[config.mk]
export PLATFORM = sky130hd
export DESIGN_NAME = pipeline_hazard_ctrl
export DESIGN_NICKNAME = d
export VERILOG_FILES = /design/src/rtl/hazard_pkg.sv /design/src/rtl/hazard_sat_counter.sv /design/src/rtl/pipeline_hazard_ctrl.sv
export SDC_FILE = /design/constraint.sdc
export NUM_CORES = 1
export LEC_CHECK = 0
export CAP_MARGIN = 10
export CORE_ASPECT_RATIO = 1.2
export CORE_UTILIZATION = 35
export CTS_BUF_LIST = sky130_fd_sc_hd__clkbuf_8
export DETAILED_ROUTE_END_ITERATION = 8
export GPL_TIMING_DRIVEN = 1
export PLACE_DENSITY = 0.9
export SYNTH_ARGS = -nofsm -noshare
export SYNTH_HDL_FRONTEND = slang
export SYNTH_SLANG_ARGS = --single-unit
[constraint.sdc]
create_clock -name clk -period 2.2 [get_ports clk]
set_clock_uncertainty 0.2 [all_clocks]
set_input_delay 0.44 -clock clk [delete_from_list [all_inputs] [get_ports clk]]
set_output_delay 0.44 -clock clk [all_outputs]
set_load 0.1 [all_outputs]
[src/rtl/hazard_pkg.sv]
// Shared definitions for the pipeline hazard controller: FSM state
// encoding, classic 5-stage pipeline indices and a bit-range mask helper.
package hazard_pkg;

  typedef enum logic [0:0] {
    ST_RUN     = 1'b0,
    ST_MD_WAIT = 1'b1
  } hazard_state_t;

  localparam int IF_IDX  = 0;
  localparam int ID_IDX  = 1;
  localparam int EX_IDX  = 2;
  localparam int MEM_IDX = 3;
  localparam int WB_IDX  = 4;

  // Returns a 32-bit word with bits lo..hi (inclusive) set.
  function automatic logic [31:0] range_mask(input int lo, input int hi);
    logic [31:0] m;
    m = '0;
    for (int b = 0; b < 32; b++) begin
      if (b >= lo && b <= hi) begin
        m[b] = 1'b1;
      end
    end
    return m;
  endfunction

endpackage

[src/rtl/hazard_sat_counter.sv]
// Saturating up-counter: increments when i_inc is high, sticks at all-ones.
module hazard_sat_counter #(
  parameter int CNT_W = 32
) (
  input  logic             clk,
  input  logic             reset,
  input  logic             i_inc,
  output logic [CNT_W-1:0] o_count
);

  logic [CNT_W-1:0] r_count;

  // Count enabled cycles, holding at the maximum value once reached.
  always_ff @(posedge clk or posedge reset) begin
    if (reset) begin
      r_count <= '0;
    end else if (i_inc && (r_count != {CNT_W{1'b1}})) begin
      r_count <= r_count + 1'b1;
    end
  end

  assign o_count = r_count;

endmodule

[src/rtl/pipeline_hazard_ctrl.sv]
// Pipeline hazard controller: turns load-use, taken-branch and multi-cycle
// MUL/DIV events into PC enable, per-register enables and bubble flushes.
// Optional performance counters are built only when HAZARD_PERF_CNT_EN is
// defined; otherwise stall_cycles/flush_events are tied to zero.
// STAGE_EX must lie in 2..NUM_STAGES-2.
module pipeline_hazard_ctrl
  import hazard_pkg::*;
#(
  parameter int NUM_STAGES    = 5,
  parameter int STAGE_EX      = EX_IDX,
  parameter int MD_MAX_CYCLES = 40,
  parameter int CNT_W         = 32
) (
  input  logic                  clk,
  input  logic                  reset,
  input  logic                  load_use_hazard,
  input  logic                  branch_taken_ex,
  input  logic                  md_start,
  input  logic                  md_done,
  output logic                  pc_enable,
  output logic [NUM_STAGES-2:0] stage_enable,
  output logic [NUM_STAGES-2:0] stage_flush,
  output logic                  md_busy,
  output logic                  md_timeout,
  output logic [CNT_W-1:0]      stall_cycles,
  output logic [CNT_W-1:0]      flush_events
);

  localparam int NR   = NUM_STAGES - 1;
  localparam int WD_W = $clog2(MD_MAX_CYCLES + 1);

  // Load-use: freeze everything in front of ID/EX, bubble into EX.
  localparam logic [NR-1:0] LU_HOLD  = NR'(range_mask(0, STAGE_EX - 2));
  localparam logic [NR-1:0] LU_BUB   = NR'(range_mask(STAGE_EX - 1, STAGE_EX - 1));
  // Taken branch: squash the wrong-path instructions fetched behind it.
  localparam logic [NR-1:0] BR_FLUSH = NR'(range_mask(0, STAGE_EX - 1));
  // MUL/DIV: hold the op in EX, bubble into MEM, let older ones drain.
  localparam logic [NR-1:0] MD_HOLD  = NR'(range_mask(0, STAGE_EX - 1));
  localparam logic [NR-1:0] MD_BUB   = NR'(range_mask(STAGE_EX, STAGE_EX));

  localparam logic [WD_W-1:0] WD_LAST = WD_W'(MD_MAX_CYCLES - 1);

  hazard_state_t   r_state;
  hazard_state_t   w_state_next;
  logic [WD_W-1:0] r_wd;
  logic [WD_W-1:0] w_wd_next;

  // State and watchdog registers.
  always_ff @(posedge clk or posedge reset) begin
    if (reset) begin
      r_state <= ST_RUN;
      r_wd    <= '0;
    end else begin
      r_state <= w_state_next;
      r_wd    <= w_wd_next;
    end
  end

  // Next-state and pipeline control outputs.
  always_comb begin
    w_state_next = r_state;
    w_wd_next    = r_wd;
    pc_enable    = 1'b1;
    stage_enable = '1;
    stage_flush  = '0;
    md_timeout   = 1'b0;

    case (r_state)
      ST_RUN: begin
        w_wd_next = '0;
        if (branch_taken_ex) begin
          stage_flush = BR_FLUSH;
        end else if (md_start && !md_done) begin
          // The stall starts in the md_start cycle so the op stays in EX
          // on the next edge instead of being overwritten from ID.
          w_state_next = ST_MD_WAIT;
          pc_enable    = 1'b0;
          stage_enable = ~MD_HOLD;
          stage_flush  = MD_BUB;
        end else if (load_use_hazard) begin
          pc_enable    = 1'b0;
          stage_enable = ~LU_HOLD;
          stage_flush  = LU_BUB;
        end
      end
      ST_MD_WAIT: begin
        // Hazard and new-start inputs are meaningless while EX is occupied.
        if (md_done) begin
          w_state_next = ST_RUN;
        end else if (r_wd == WD_LAST) begin
          md_timeout   = 1'b1;
          w_state_next = ST_RUN;
        end else begin
          w_wd_next    = r_wd + 1'b1;
          pc_enable    = 1'b0;
          stage_enable = ~MD_HOLD;
          stage_flush  = MD_BUB;
        end
      end
      default: begin
        w_state_next = ST_RUN;
      end
    endcase

    // Outputs sit at their idle values for as long as reset is held.
    if (reset) begin
      pc_enable    = 1'b1;
      stage_enable = '1;
      stage_flush  = '0;
      md_timeout   = 1'b0;
    end
  end

  assign md_busy = (r_state == ST_MD_WAIT);

`ifdef HAZARD_PERF_CNT_EN
  logic w_stall_inc;
  logic w_flush_inc;

  assign w_stall_inc = ~pc_enable;
  assign w_flush_inc = |stage_flush;

  hazard_sat_counter #(.CNT_W(CNT_W)) u_stall_cnt (
    .clk     (clk),
    .reset   (reset),
    .i_inc   (w_stall_inc),
    .o_count (stall_cycles)
  );

  hazard_sat_counter #(.CNT_W(CNT_W)) u_flush_cnt (
    .clk     (clk),
    .reset   (reset),
    .i_inc   (w_flush_inc),
    .o_count (flush_events)
  );
`else
  assign stall_cycles = '0;
  assign flush_events = '0;
`endif

endmodule

==> flow_summary.toml <==
[finish]
multi_input_area_um2 = 681
fillCellCount = 266
n_antenna_cell = 0
layout.cells.most_common = "conb_1"
layout_common_cells = "67 x conb_1, 15 x buf_4, 8 x buf_12"
nets = 165
area_growth_pct = 24.1
ff_latch_area_um2 = 180
instances_no_fill = 191
drive_gt1_share_pct = 29.3

[grt]
grt_pass1_wl_um = 2410
grt-ovfl-total = 0
grt_max_degree = 16
grt_util_all_layers_pct = 10.4
antenna_found_initial = 0
first_global_vias = 566

[min_path]
min_from = "r_wd[5]"
hp-class = "reg2reg"
min_to = "r_wd[5]"
hold-path-cell-count = 2

[timing]
tns_ns = -0.0108
setup_viol = 1
hold_viol = 0
max_freq_mhz = 452
min_period_over_period_pct = 100
rsz0062_at_grt = "true"
min_period_ns = 2.21
slew_violations = 0
finalWorstSetupSlack_ns = -0.0108

[clock_tree]
clockBufferDepth = 2
cts_buffers = 3
clock_latency_ns = 0.22
cts_tree = "done"
clk_pin_slew_ns = 0.04
numClockSinks = 7
cts_root_buf = "clkbuf_8"
cts_htree_levels = 1

[routing]
drc = 0
dr_wl_met2_um = 944
top_layer = "met3"
met1Wirelength_um = 623
drtPass1Iterations = 4
num_vias = 752
drt_iter0_drc = 16
ant_nets = 0
via_per_inst = 3.94
avgRoutedWirePerCell_um = 8.98
dr_wl_met3_um = 148
wirelength_um = 1720

[floorplanning]
initial_core_util_pct = 37.2
die_h_um = 61.9
num_io_pins = 81
die-area_mm2 = 0.00321
row_count = 21
coreArea_mm2 = 0.00281
chipWidth_um = 51.9

[placement]
dpl.cell_count = 181
place_congestion = 0.844
portBuffers = 13
pre_cts_slack_ns = -0.334
dp_hpwl_um = 1290

[yosys]
synth_cell_types = 39
synth_seq_cells = 7
syn_avg_cell_area_um2 = 8.10
async_flop_share_pct = 100
syn_area_mm2 = 0.00104
ys.flop_type = "dfrtp_1"
yosysWarningCount = 0
seq_area_frac_synth_pct = 16.8
synth_cells = 129
synth_edf_count = 0

[critical_path]
crit_path_max_fanout = 5
crit_arrival_ns = 1.57
criticalPathCategory = "reg2out"
start_kind = "flop"
r2r-end = "r_wd[3]"
rrSetupSlack_ns = 0.49
crit_required_ns = 1.56
reg2reg_from = "r_wd[4]"
r2r_cells = 7
cp-end-kind = "output pin"

[power]
p_leak_uw = 0.000670
peakVddDrop_mv = 0.378
powerDensity_mw_per_mm2 = 770

[flow_run]
drv_cap = 0

[outcome]
run_status = "finished with violations"
violations = "negative setup slack"
[sequential cells by signal, indices dropped and copies added (netlist names)]
| signal | flops |
|---|---|
| md_busy | 1 |
| r_wd | 6 |
[cell type report]
| type | instances | area share (%) |
|---|---|---|
| multi-input cells | 114 | 52.5 |
| repair buffers | 30 | 26.3 |
| flip-flops and latches | 7 | 13.9 |
| well taps | 34 | 3.28 |
| clock buffers | 3 | 3.19 |
| inverters | 2 | 0.579 |
| clock inverters | 1 | 0.290 |
[worst max-delay path: stages (launching register included)]
cell and delay, ns:
dfrtp_1 0.37, or3b_1 0.39, buf_6 0.16, nor2_4 0.11
buf_6 0.12, o21ai_4 0.05, buf_12 0.16
[per-layer routing]
metal | vias up | GRT usage [%]
met5 | - | 0
met4 | 0 | 1.93
met3 | 0 | 5.11
met2 | 45 | 19.6
met1 | 357 | 10.5
li1 | 350 | -
[report_power, final]
group | switching, uW | leakage, uW | internal, uW
Clock | 50.3 | 0.0000269 | 120
Sequential | 7.03 | 0.0000932 | 136
Combinational | 609 | 0.000550 | 77.1
Total | 666 | 0.000670 | 333
[through the flow]
stage	cell area [um2]	hold slack (ns)	util, %	power, uW
after floorplan	1370	0.0778	-	846
after CTS	1270	0.339	45.3	996
after global placement	1160	0.319	41.3	814
after global routing	1300	0.355	46.1	1030
after detailed placement	1160	0.331	41.3	816
final	1300	0.345	46.1	999
[worst max-delay path by stage]
| stage | from | endpoint | slack (ns) | depth (start not counted) |
|---|---|---|---|---|
| 2_1_floorplan | md_busy | md_timeout | -0.33 | 3 |
| 3_3_place_gp | branch_taken_ex | stage_enable[1] | -0.31 | 5 |
| 3_5_place_dp | branch_taken_ex | stage_enable[1] | -0.33 | 5 |
| 4_1_cts | md_busy | stage_enable[1] | -0.04 | 3 |
| 5_1_grt | r_wd[4] | stage_flush[2] | -0.05 | 6 |
| 6_report | r_wd[4] | stage_flush[2] | -0.01 | 6 |
[cell usage after synthesis (all sizes together) (2+ instances only)]
library cell,instances,area share (%)
nor2b,2,1.2
buf,69,50
conb,2,0.72
o21ai,3,1.4
a31oi,2,2.6
dfrtp,7,17
inv,2,0.72
clkbuf,2,0.72
and3,3,1.8
nand3,2,0.96
nand2,5,1.8
nand2b,4,2.4
nor3,2,0.96
a21oi,2,0.96
nor2,3,1.3
[what timing repair did]
action | CTS | global route
buffers inserted | 5 | 1
gates resized for setup | 16 | 6
endpoints found under the setup margin | 7 | 5
pin swaps | 7 | 2
hold buffers | 0 | 0
[cell families after synthesis]
| kind of cell | after synthesis | share of synthesized area, % |
|---|---|---|
| AOI/OAI and AO/OA | 14 | 11.1 |
| muxes | 1 | 0.958 |
| buffers and inverters | 73 | 51.4 |
| xor gates and xnor gates | 1 | 0.838 |
| adders and majority gates | 1 | 1.20 |
| and+or+nand+nor | 30 | 17.0 |
| DFF | 7 | 16.8 |
| other | 2 | 0.719 |
No activity file was read; power rests on OpenSTA's default activity.
